[src/rtl/sevenseg_pkg.sv]
// Shared types and constants for the seven-segment scan driver.
// Segment vectors are ordered GFEDCBA (bit 6 = G, bit 0 = A).
package sevenseg_pkg;

  typedef logic [6:0] seg_t;

  localparam seg_t SEG_BLANK_N = 7'h7F;
  localparam seg_t SEG_BLANK   = 7'h00;

  typedef enum logic {
    DEAD  = 1'b0,
    DRIVE = 1'b1
  } scan_state_t;

endpackage

[src/rtl/digits_to_segments.sv]
// Hex nibble to active-low GFEDCBA segment pattern; purely combinational.
// Latency: none; backpressure: none.
module digits_to_segments
  import sevenseg_pkg::*;
(
  input  logic [3:0] digit,
  output seg_t       segs_n
);

  always_comb begin
    segs_n = SEG_BLANK_N;
    case (digit)
      4'h0: segs_n = 7'h40;
      4'h1: segs_n = 7'h79;
      4'h2: segs_n = 7'h24;
      4'h3: segs_n = 7'h30;
      4'h4: segs_n = 7'h19;
      4'h5: segs_n = 7'h12;
      4'h6: segs_n = 7'h02;
      4'h7: segs_n = 7'h78;
      4'h8: segs_n = 7'h00;
      4'h9: segs_n = 7'h10;
      4'hA: segs_n = 7'h08;
      4'hB: segs_n = 7'h03;
      4'hC: segs_n = 7'h46;
      4'hD: segs_n = 7'h21;
      4'hE: segs_n = 7'h06;
      4'hF: segs_n = 7'h0E;
      default: segs_n = SEG_BLANK_N;
    endcase
  end

endmodule

[src/rtl/sevenseg_scan_driver.sv]
// Time-multiplexed N-digit seven-segment scan driver with dead time and frame-synchronous shadowing; SEVSEG_LZB_EN adds leading-zero blanking.
// Latency: all outputs registered (one cycle behind the scan state); backpressure: none, load is accepted every cycle.
module sevenseg_scan_driver
  import sevenseg_pkg::*;
#(
  parameter int NUM_DIGITS        = 4,
  parameter int REFRESH_DIV       = 100000,
  parameter int DEAD_CYCLES       = 1000,
  parameter bit ACTIVE_LOW_SEGS   = 1'b1,
  parameter bit ACTIVE_LOW_ANODES = 1'b1
) (
  input  logic                    clk,
  input  logic                    rst_n,
  input  logic [4*NUM_DIGITS-1:0] value,
  input  logic [NUM_DIGITS-1:0]   dp,
  input  logic [NUM_DIGITS-1:0]   digit_en,
  input  logic                    load,
  output seg_t                    segs,
  output logic                    dp_o,
  output logic [NUM_DIGITS-1:0]   anodes,
  output logic                    frame_done
);

  localparam int CW = (REFRESH_DIV > 1) ? $clog2(REFRESH_DIV) : 1;
  localparam int IW = (NUM_DIGITS > 1) ? $clog2(NUM_DIGITS) : 1;

  localparam logic [CW-1:0]         CNT_MAX  = CW'(REFRESH_DIV - 1);
  localparam logic [CW-1:0]         DEAD_LIM = CW'(DEAD_CYCLES);
  localparam logic [IW-1:0]         IDX_MAX  = IW'(NUM_DIGITS - 1);
  localparam logic [NUM_DIGITS-1:0] AN_OFF   = {NUM_DIGITS{ACTIVE_LOW_ANODES}};
  localparam seg_t                  SEG_OFF  = ACTIVE_LOW_SEGS ? SEG_BLANK_N : SEG_BLANK;
  localparam logic                  DP_OFF   = ACTIVE_LOW_SEGS;

  logic [CW-1:0] cnt, cnt_nxt;
  logic [IW-1:0] idx, idx_nxt;
  logic          slot_wrap;
  logic          frame_wrap;
  logic          first;
  logic          frame_load;

  scan_state_t   state, state_nxt;

  logic [4*NUM_DIGITS-1:0] pend_val, sh_val;
  logic [NUM_DIGITS-1:0]   pend_dp,  sh_dp;
  logic [NUM_DIGITS-1:0]   pend_en,  sh_en;
  logic [NUM_DIGITS-1:0]   eff_en;

  logic [3:0]              cur_digit;
  seg_t                    dec_n;
  logic                    lit;
  logic [NUM_DIGITS-1:0]   onehot;
  seg_t                    segs_nxt;
  logic                    dp_nxt;
  logic [NUM_DIGITS-1:0]   anodes_nxt;

  // Slot counter and digit index
  always_comb begin
    slot_wrap  = (cnt == CNT_MAX);
    frame_wrap = slot_wrap && (idx == IDX_MAX);
    cnt_nxt    = slot_wrap ? '0 : cnt + 1'b1;
    idx_nxt    = idx;
    if (slot_wrap) begin
      idx_nxt = (idx == IDX_MAX) ? '0 : idx + 1'b1;
    end
    frame_load = frame_wrap || first;
  end

  always_ff @(posedge clk or negedge rst_n) begin
    if (!rst_n) begin
      cnt   <= '0;
      idx   <= '0;
      first <= 1'b1;
    end else begin
      cnt   <= cnt_nxt;
      idx   <= idx_nxt;
      first <= 1'b0;
    end
  end

  // State tracks the phase of the counter value it is registered with
  always_comb begin
    state_nxt = state;
    case (state)
      DEAD:    if (cnt_nxt >= DEAD_LIM) state_nxt = DRIVE;
      DRIVE:   if (cnt_nxt <  DEAD_LIM) state_nxt = DEAD;
      default: state_nxt = DEAD;
    endcase
  end

  always_ff @(posedge clk or negedge rst_n) begin
    if (!rst_n) begin
      state <= DEAD;
    end else begin
      state <= state_nxt;
    end
  end

  always_ff @(posedge clk or negedge rst_n) begin
    if (!rst_n) begin
      pend_val <= '0;
      pend_dp  <= '0;
      pend_en  <= '0;
    end else if (load) begin
      pend_val <= value;
      pend_dp  <= dp;
      pend_en  <= digit_en;
    end
  end

  // Shadow only moves at the frame boundary so a frame never tears
  always_ff @(posedge clk or negedge rst_n) begin
    if (!rst_n) begin
      sh_val <= '0;
      sh_dp  <= '0;
      sh_en  <= '0;
    end else if (frame_load) begin
      sh_val <= pend_val;
      sh_dp  <= pend_dp;
      sh_en  <= pend_en;
    end
  end

`ifdef SEVSEG_LZB_EN
  logic [NUM_DIGITS-1:0] lzb_mask_nxt, lzb_mask;
  logic                  leading;

  // Mask is derived from the data about to enter the shadow, so both land together
  always_comb begin
    lzb_mask_nxt = '0;
    leading      = 1'b1;
    for (int i = NUM_DIGITS - 1; i >= 1; i--) begin
      if (leading && (pend_val[4*i +: 4] == 4'h0)) begin
        lzb_mask_nxt[i] = 1'b1;
      end else begin
        leading = 1'b0;
      end
    end
  end

  always_ff @(posedge clk or negedge rst_n) begin
    if (!rst_n) begin
      lzb_mask <= '0;
    end else if (frame_load) begin
      lzb_mask <= lzb_mask_nxt;
    end
  end

  assign eff_en = sh_en & ~lzb_mask;
`else
  assign eff_en = sh_en;
`endif

  assign cur_digit = sh_val[{idx, 2'b00} +: 4];

  digits_to_segments u_dec (
    .digit  (cur_digit),
    .segs_n (dec_n)
  );

  always_comb begin
    lit        = (state == DRIVE) && eff_en[idx];
    onehot     = lit ? (NUM_DIGITS'(1) << idx) : '0;
    anodes_nxt = ACTIVE_LOW_ANODES ? ~onehot : onehot;
    segs_nxt   = SEG_OFF;
    dp_nxt     = DP_OFF;
    if (lit) begin
      segs_nxt = ACTIVE_LOW_SEGS ? dec_n : ~dec_n;
      dp_nxt   = ACTIVE_LOW_SEGS ? ~sh_dp[idx] : sh_dp[idx];
    end
  end

  always_ff @(posedge clk or negedge rst_n) begin
    if (!rst_n) begin
      anodes     <= AN_OFF;
      segs       <= SEG_OFF;
      dp_o       <= DP_OFF;
      frame_done <= 1'b0;
    end else begin
      anodes     <= anodes_nxt;
      segs       <= segs_nxt;
      dp_o       <= dp_nxt;
      frame_done <= frame_wrap;
    end
  end

endmodule
[config.mk]
export PLATFORM = sky130hd
export DESIGN_NAME = sevenseg_scan_driver
export DESIGN_NICKNAME = d
export VERILOG_FILES = /design/src/rtl/sevenseg_pkg.sv /design/src/rtl/digits_to_segments.sv /design/src/rtl/sevenseg_scan_driver.sv
export SDC_FILE = /design/constraint.sdc
export NUM_CORES = 1
export LEC_CHECK = 0
export ABC_AREA = 1
export CAP_MARGIN = 20
export CORE_UTILIZATION = 35
export CTS_CLUSTER_SIZE = 24
export DETAILED_ROUTE_END_ITERATION = 16
export HOLD_SLACK_MARGIN = 0.15
export SLEW_MARGIN = 10
export SYNTH_ARGS = -nofsm -noshare
export SYNTH_HDL_FRONTEND = slang
export SYNTH_SLANG_ARGS = --single-unit
[constraint.sdc]
create_clock -name clk -period 3.6 [get_ports clk]
set_input_delay 0.54 -clock clk [delete_from_list [all_inputs] [get_ports clk]]
set_output_delay 0.54 -clock clk [all_outputs]
set_load 0.005 [all_outputs]
-- Word level (Yosys, flattened, before mapping)
Memory sizes are Yosys's and may differ from the RTL's.
Index checks and enable logic that the tools add are counted.
- order comparisons: 3
- reductions and logical operators: 3
- shift operators: 2
- equality and inequality tests: 2
- $add $sub $neg: 2
- muxes and demuxes: 12
- bitwise operators: 3
- operators by type and width (operator ; number):
    17-bit by 1-bit adder with 17-bit output (second input constant) ; 1
    17-bit equality test (second input constant) ; 1
    17-bit by 10-bit >= comparator with 1-bit output (second input constant) ; 1
    17-bit by 10-bit < comparator with 1-bit output (second input constant) ; 1
    17-bit two-way mux ; 1
    16-bit by 5-bit indexed part select with 4-bit output ; 1
    7-bit two-way mux ; 1
    1-bit two-way mux ; 5
    1-bit binary-select mux with 2-bit select ; 2
    4-bit two-way mux ; 1
    4-bit inverter ; 1
    1-bit by 2-bit left shift with 4-bit output (first input constant) ; 1
    2-bit by 3-bit < comparator with 1-bit output (second input constant) ; 1
    2-bit by 1-bit adder with 2-bit output (second input constant) ; 1
    2-bit equality test (second input constant) ; 1
    1-bit logical AND ; 2
    2-bit two-way mux ; 1
    1-bit inverter ; 2
    1-bit case mux with 2 select lines ; 1
    1-bit logical OR ; 1
- bits in read-only memories: 112
- register bits: 82
- word-level logic and storage cells: 42
- memories: 1
- memories (memory ; depth ; width ; rd ports ; clocked after Yosys merged registers in ; write ports ; line ; source):
    (no name shown) ; 16 ; 7 ; 1 ; 0 ; 0 ; digits_to_segments.sv:12 ; case (digit)

-- Logic depth before layout (Yosys ltp)
- depth after elaboration: 5
- mapped depth: 12
- depth with buffers taken out: 12

-- Cells and area by module
From an unflattened synthesis, not the netlist that was laid out.
- cells, all modules: 479
- area, all modules: 3998.8 sq um
- modules (own cells, without submodules) (module ; area an instance (sq um) ; instances ; cells an instance):
    sevenseg_scan_driver ; 3724.8 ; 1 ; 430
    digits_to_segments ; 274.0 ; 1 ; 49

-- Worst setup path before layout
OpenSTA, ideal clock, no wires.
- path type: register to register
- start: register cnt[0]
- end: register sh_val[5]
- data arrival time: 1.599 ns
- path slack: 1.875 ns
- cell stages (with the launch flop): 12
- library setup time: 0.127 ns
- cells stage by stage: dfrtp_1 -> ha_1 -> nand2_2 -> inv_1 -> nand2_2 -> nor2_1 -> and3_4 -> or2_4 -> buf_6 -> buf_6 -> nand2_1 -> o21ai_0
- word-level cells in the longest chain between the ends: 3
- ends and longest elaborated chain (item ; line ; source):
    start, declared ; sevenseg_scan_driver.sv:34 ; logic [CW-1:0] cnt, cnt_nxt;
    start signal, assigned ; sevenseg_scan_driver.sv:74 ; cnt <= cnt_nxt;
    17-bit equality test ; sevenseg_scan_driver.sv:58 ; slot_wrap = (cnt == CNT_MAX);
    1-bit logical AND ; sevenseg_scan_driver.sv:59 ; frame_wrap = slot_wrap && (idx == IDX_MAX);
    named net frame_wrap ; sevenseg_scan_driver.sv:37 ; logic frame_wrap;
    1-bit logical OR ; sevenseg_scan_driver.sv:65 ; frame_load = frame_wrap || first;
    end signal, assigned ; sevenseg_scan_driver.sv:117 ; sh_val <= pend_val;
    end, declared ; sevenseg_scan_driver.sv:43 ; logic [4*NUM_DIGITS-1:0] pend_val, sh_val;
The timed path passes the listed nets, and every way through them passes these cells.
A chain may end at the register's enable or synchronous reset.

-- Final worst setup path
- start: register idx[0]
- end: register segs[6]
- word-level cells in the longest chain between the ends: 4
- ends and longest elaborated chain (item ; line ; source):
    start, declared ; sevenseg_scan_driver.sv:35 ; logic [IW-1:0] idx, idx_nxt;
    start signal, assigned ; sevenseg_scan_driver.sv:75 ; idx <= idx_nxt;
    branches (longest 3 deep; another with memory 16 x 7 bit) ; -- ;
    7-bit two-way mux (*) ; sevenseg_scan_driver.sv:166 ; if (lit) begin
    named net segs_nxt[6] ; sevenseg_scan_driver.sv:52 ; seg_t segs_nxt;
    end signal, assigned ; sevenseg_scan_driver.sv:180 ; segs <= segs_nxt;
    end, declared ; sevenseg_scan_driver.sv:18 ; output seg_t segs,
Mark *: on every way through the listed nets, which the timed path passes. The select of a mux whose other input is x is not followed.

==> metrics.txt <==
Die W=between 100 and 150 um; met1 WL=3790 um; status=complete, no violations; Top Metal Used=met4; H-tree levels=3; CTS buffer count=9; Skew-Pair Late Insertion Delay=~340 ps; Die ar.=between 10,000 and 15,000 um2; Final nets=approximately 530; Clock Tree Root=clkbuf_16; via count=2,895; Synth Register Bits=82; PwrDens=447 nW/um2; Worst Tran Pin Value=1030 ps; CTS Sinks=between 80 and 90; met2 routed WL=3210 um; post-cts sizing count=0; IO Port Bufs=39; fin util=0.437; first-pass GRT wire length=13,000 um; slew margin rel.=0.314; clk buf depth=2; yosys warns=0; drt via density=4.57; Antenna Violating Nets Remaining=0; Synth area leader=dfrtp_1; critical path endpoint category=flop; Overflow after GRT=0; met3 wire length=roughly 300 um; Required @ worst endpoint=3870 ps; core box area=approximately 11,000 um2; Final HPWL DP=~5300 um; initial antenna violation count=0; f_max=475 MHz; initial core utilization=0.363; top post-synthesis cells by count=102 x nand2_1, 69 x dfrtp_1, 66 x inv_1, 45 x nor2_1, 34 x o21ai_0; startpoint types=flop; GRT Util Overall=0.144; clock-pin slew on the worst setup and hold paths=roughly 70 ps; Post-synth EDFFs=0; RSZ-0062 raised after global routing=false; ANT cells=0; synth unique cells=33; clk_skew=6.93 ps; hold buffer count at CTS=0; Worst Path Arrival=2380 ps; first-iteration detailed-routing DRC count=93; Final Hold Fails=0; floorplan row count=38; HP Class=primary input to async pin; largest net degree at the start of global routing=83; max-cap violation count=0; share of the synthesized area in the top cell type=0.435; syn_nets=roughly 500; CP max FO=23; async set-or-reset flop fraction in the synthesized netlist=1.00; CP Class=flop to flop; routed len/inst=11.8 um; vias in the first global route=around 2,800; Pleak=0.00223 uW; Top FF cell, synth=dfrtp_1; Avg Inst Size Synth=between 8 and 9 um2; synthesized cell area=3970 um2; final setup violation count=0; # IOs=40; most area-consuming cells after synthesis=dfrtp_1 43%, nand2_1 9.6%, dfstp_2 8.6%, mux2_2 6.8%, inv_1 6.2%; Gate Count Post-Synth=449; peak supply drop=~0.25 mV; setup bufs post-CTS=0; fin crit period=between 2000 and 2500 ps; Routability Congestion=0.891; Sum Neg Setup Slack=0 ps; DR pass1 iterations=4; CTS tree=yes; Die Ht=109 um; Slew Viols, Final=0; area grow syn2layout=20.4%; share of cells above drive strength 1=0.152; most common cell in the netlist=nand2_1; Final period util=0.585; final wirelength=7500 um; fillers=about 1,100; DRC viols=0; register area share after synthesis=0.521
where the power goes:
part	switching (uW)	internal (uW)	total, uW
combinational	103	86.7	190
clock	389	549	938
sequential	26.7	982	1010
registers in the layout (all words and copies together), names as in the netlist:
name / count
sh_dp: 4
idx: 2
segs: 7
pend_val: 16
dp_o: 1
first: 1
sh_val: 16
cnt: 17
pend_dp: 4
state: 1
pend_en: 4
eff_en: 4
frame_done: 1
anodes: 4
routing by layer:
layer	track usage	vias up
li1	-	1489
met1	0.200	1328
met2	0.208	63
met3	0.0289	15
met4	0.0801	0
met5	0	-
kinds of logic (layout without fill, tap and decap cells):
group,after synthesis,in the layout,share of synthesized area
flops,82,82,0.521
fa+ha+maj,11,11,0.0347
other cells,1,1,0.000945
simple gates,183,183,0.193
compound gates,65,65,0.0923
buf+inv,81,125,0.0857
mux,24,24,0.0681
xor+xnor,2,2,0.00441
cell usage in the layout, fill, tap and decap left out, drive strengths merged:
cell	count
a21oi	11
a31oi	2
and2	1
and3	1
buf	2
bufinv	1
clkbuf	9
clkdlybuf4s50	38
clkinv	3
clkinvlp	1
conb	1
dfrtp	69
dfstp	13
ha	11
inv	71
mux2	24
nand2	106
nand3	19
nand4	6
nor2	48
o211ai	1
o21ai	49
o21bai	1
o311ai	1
or2	2
xor2	2
stage by stage:
step / std cells / power (uW) / instance area [um2] / setup slack [ps] / hold slack [ps]
after floorplan: 449 / 1140 / 3970 / 1870 / 244
after global placement: 616 / 1210 / 4450 / 1310 / 468
after detailed placement: 616 / 1220 / 4450 / 1280 / 467
after CTS: 632 / 2170 / 4760 / 1510 / 421
after global routing: 633 / 2250 / 4780 / 1260 / 187
final: 633 / 2140 / 4780 / 1490 / 157
cell type report:
class                           instances  area [um2]  area share
Timing Repair Buffer                   40         408      0.0853
Tap cell                              140         175      0.0366
Sequential cell                        82        2070       0.433
Inverter                               69         259      0.0542
Clock inverter                          7        83.8      0.0175
Clock buffer                            9         225      0.0471
Multi-Input combinational cell        286        1560       0.327
critical path, stage by stage (launching register included):
cell and delay (ps):
dfrtp_1 760, a21oi_1 120, o21ai_0 150, nand2_1 180, inv_1 180, ha_1 170, inv_1 50, nor2_1 150
o21bai_1 130, nand2_1 60, nand3_1 80
path summary, 6_finish.rpt:
| path | startpoint | end | slack (ps) | cells past startpoint |
|---|---|---|---|---|
| worst max-delay path | idx[0]$_DFFE_PN0N_ | segs[6]$_DFF_PN1_ | 1490 | 10 |
| worst min-delay path | rst_n | cnt[7]$_DFF_PN0_ | 160 | 1 |
| worst max register to register | idx[0]$_DFFE_PN0N_ | segs[6]$_DFF_PN1_ | 1490 | 10 |
| worst min register to register | pend_val[10]$_DFFE_PN0P_ | sh_val[10]$_DFFE_PN0P_ | 480 | 2 |
| max in group asynchronous | rst_n | segs[1]$_DFF_PN1_ | 2780 | 2 |
| min in group clk | pend_val[10]$_DFFE_PN0P_ | sh_val[10]$_DFFE_PN0P_ | 480 | 2 |
(Power assumes the default switching activity.)
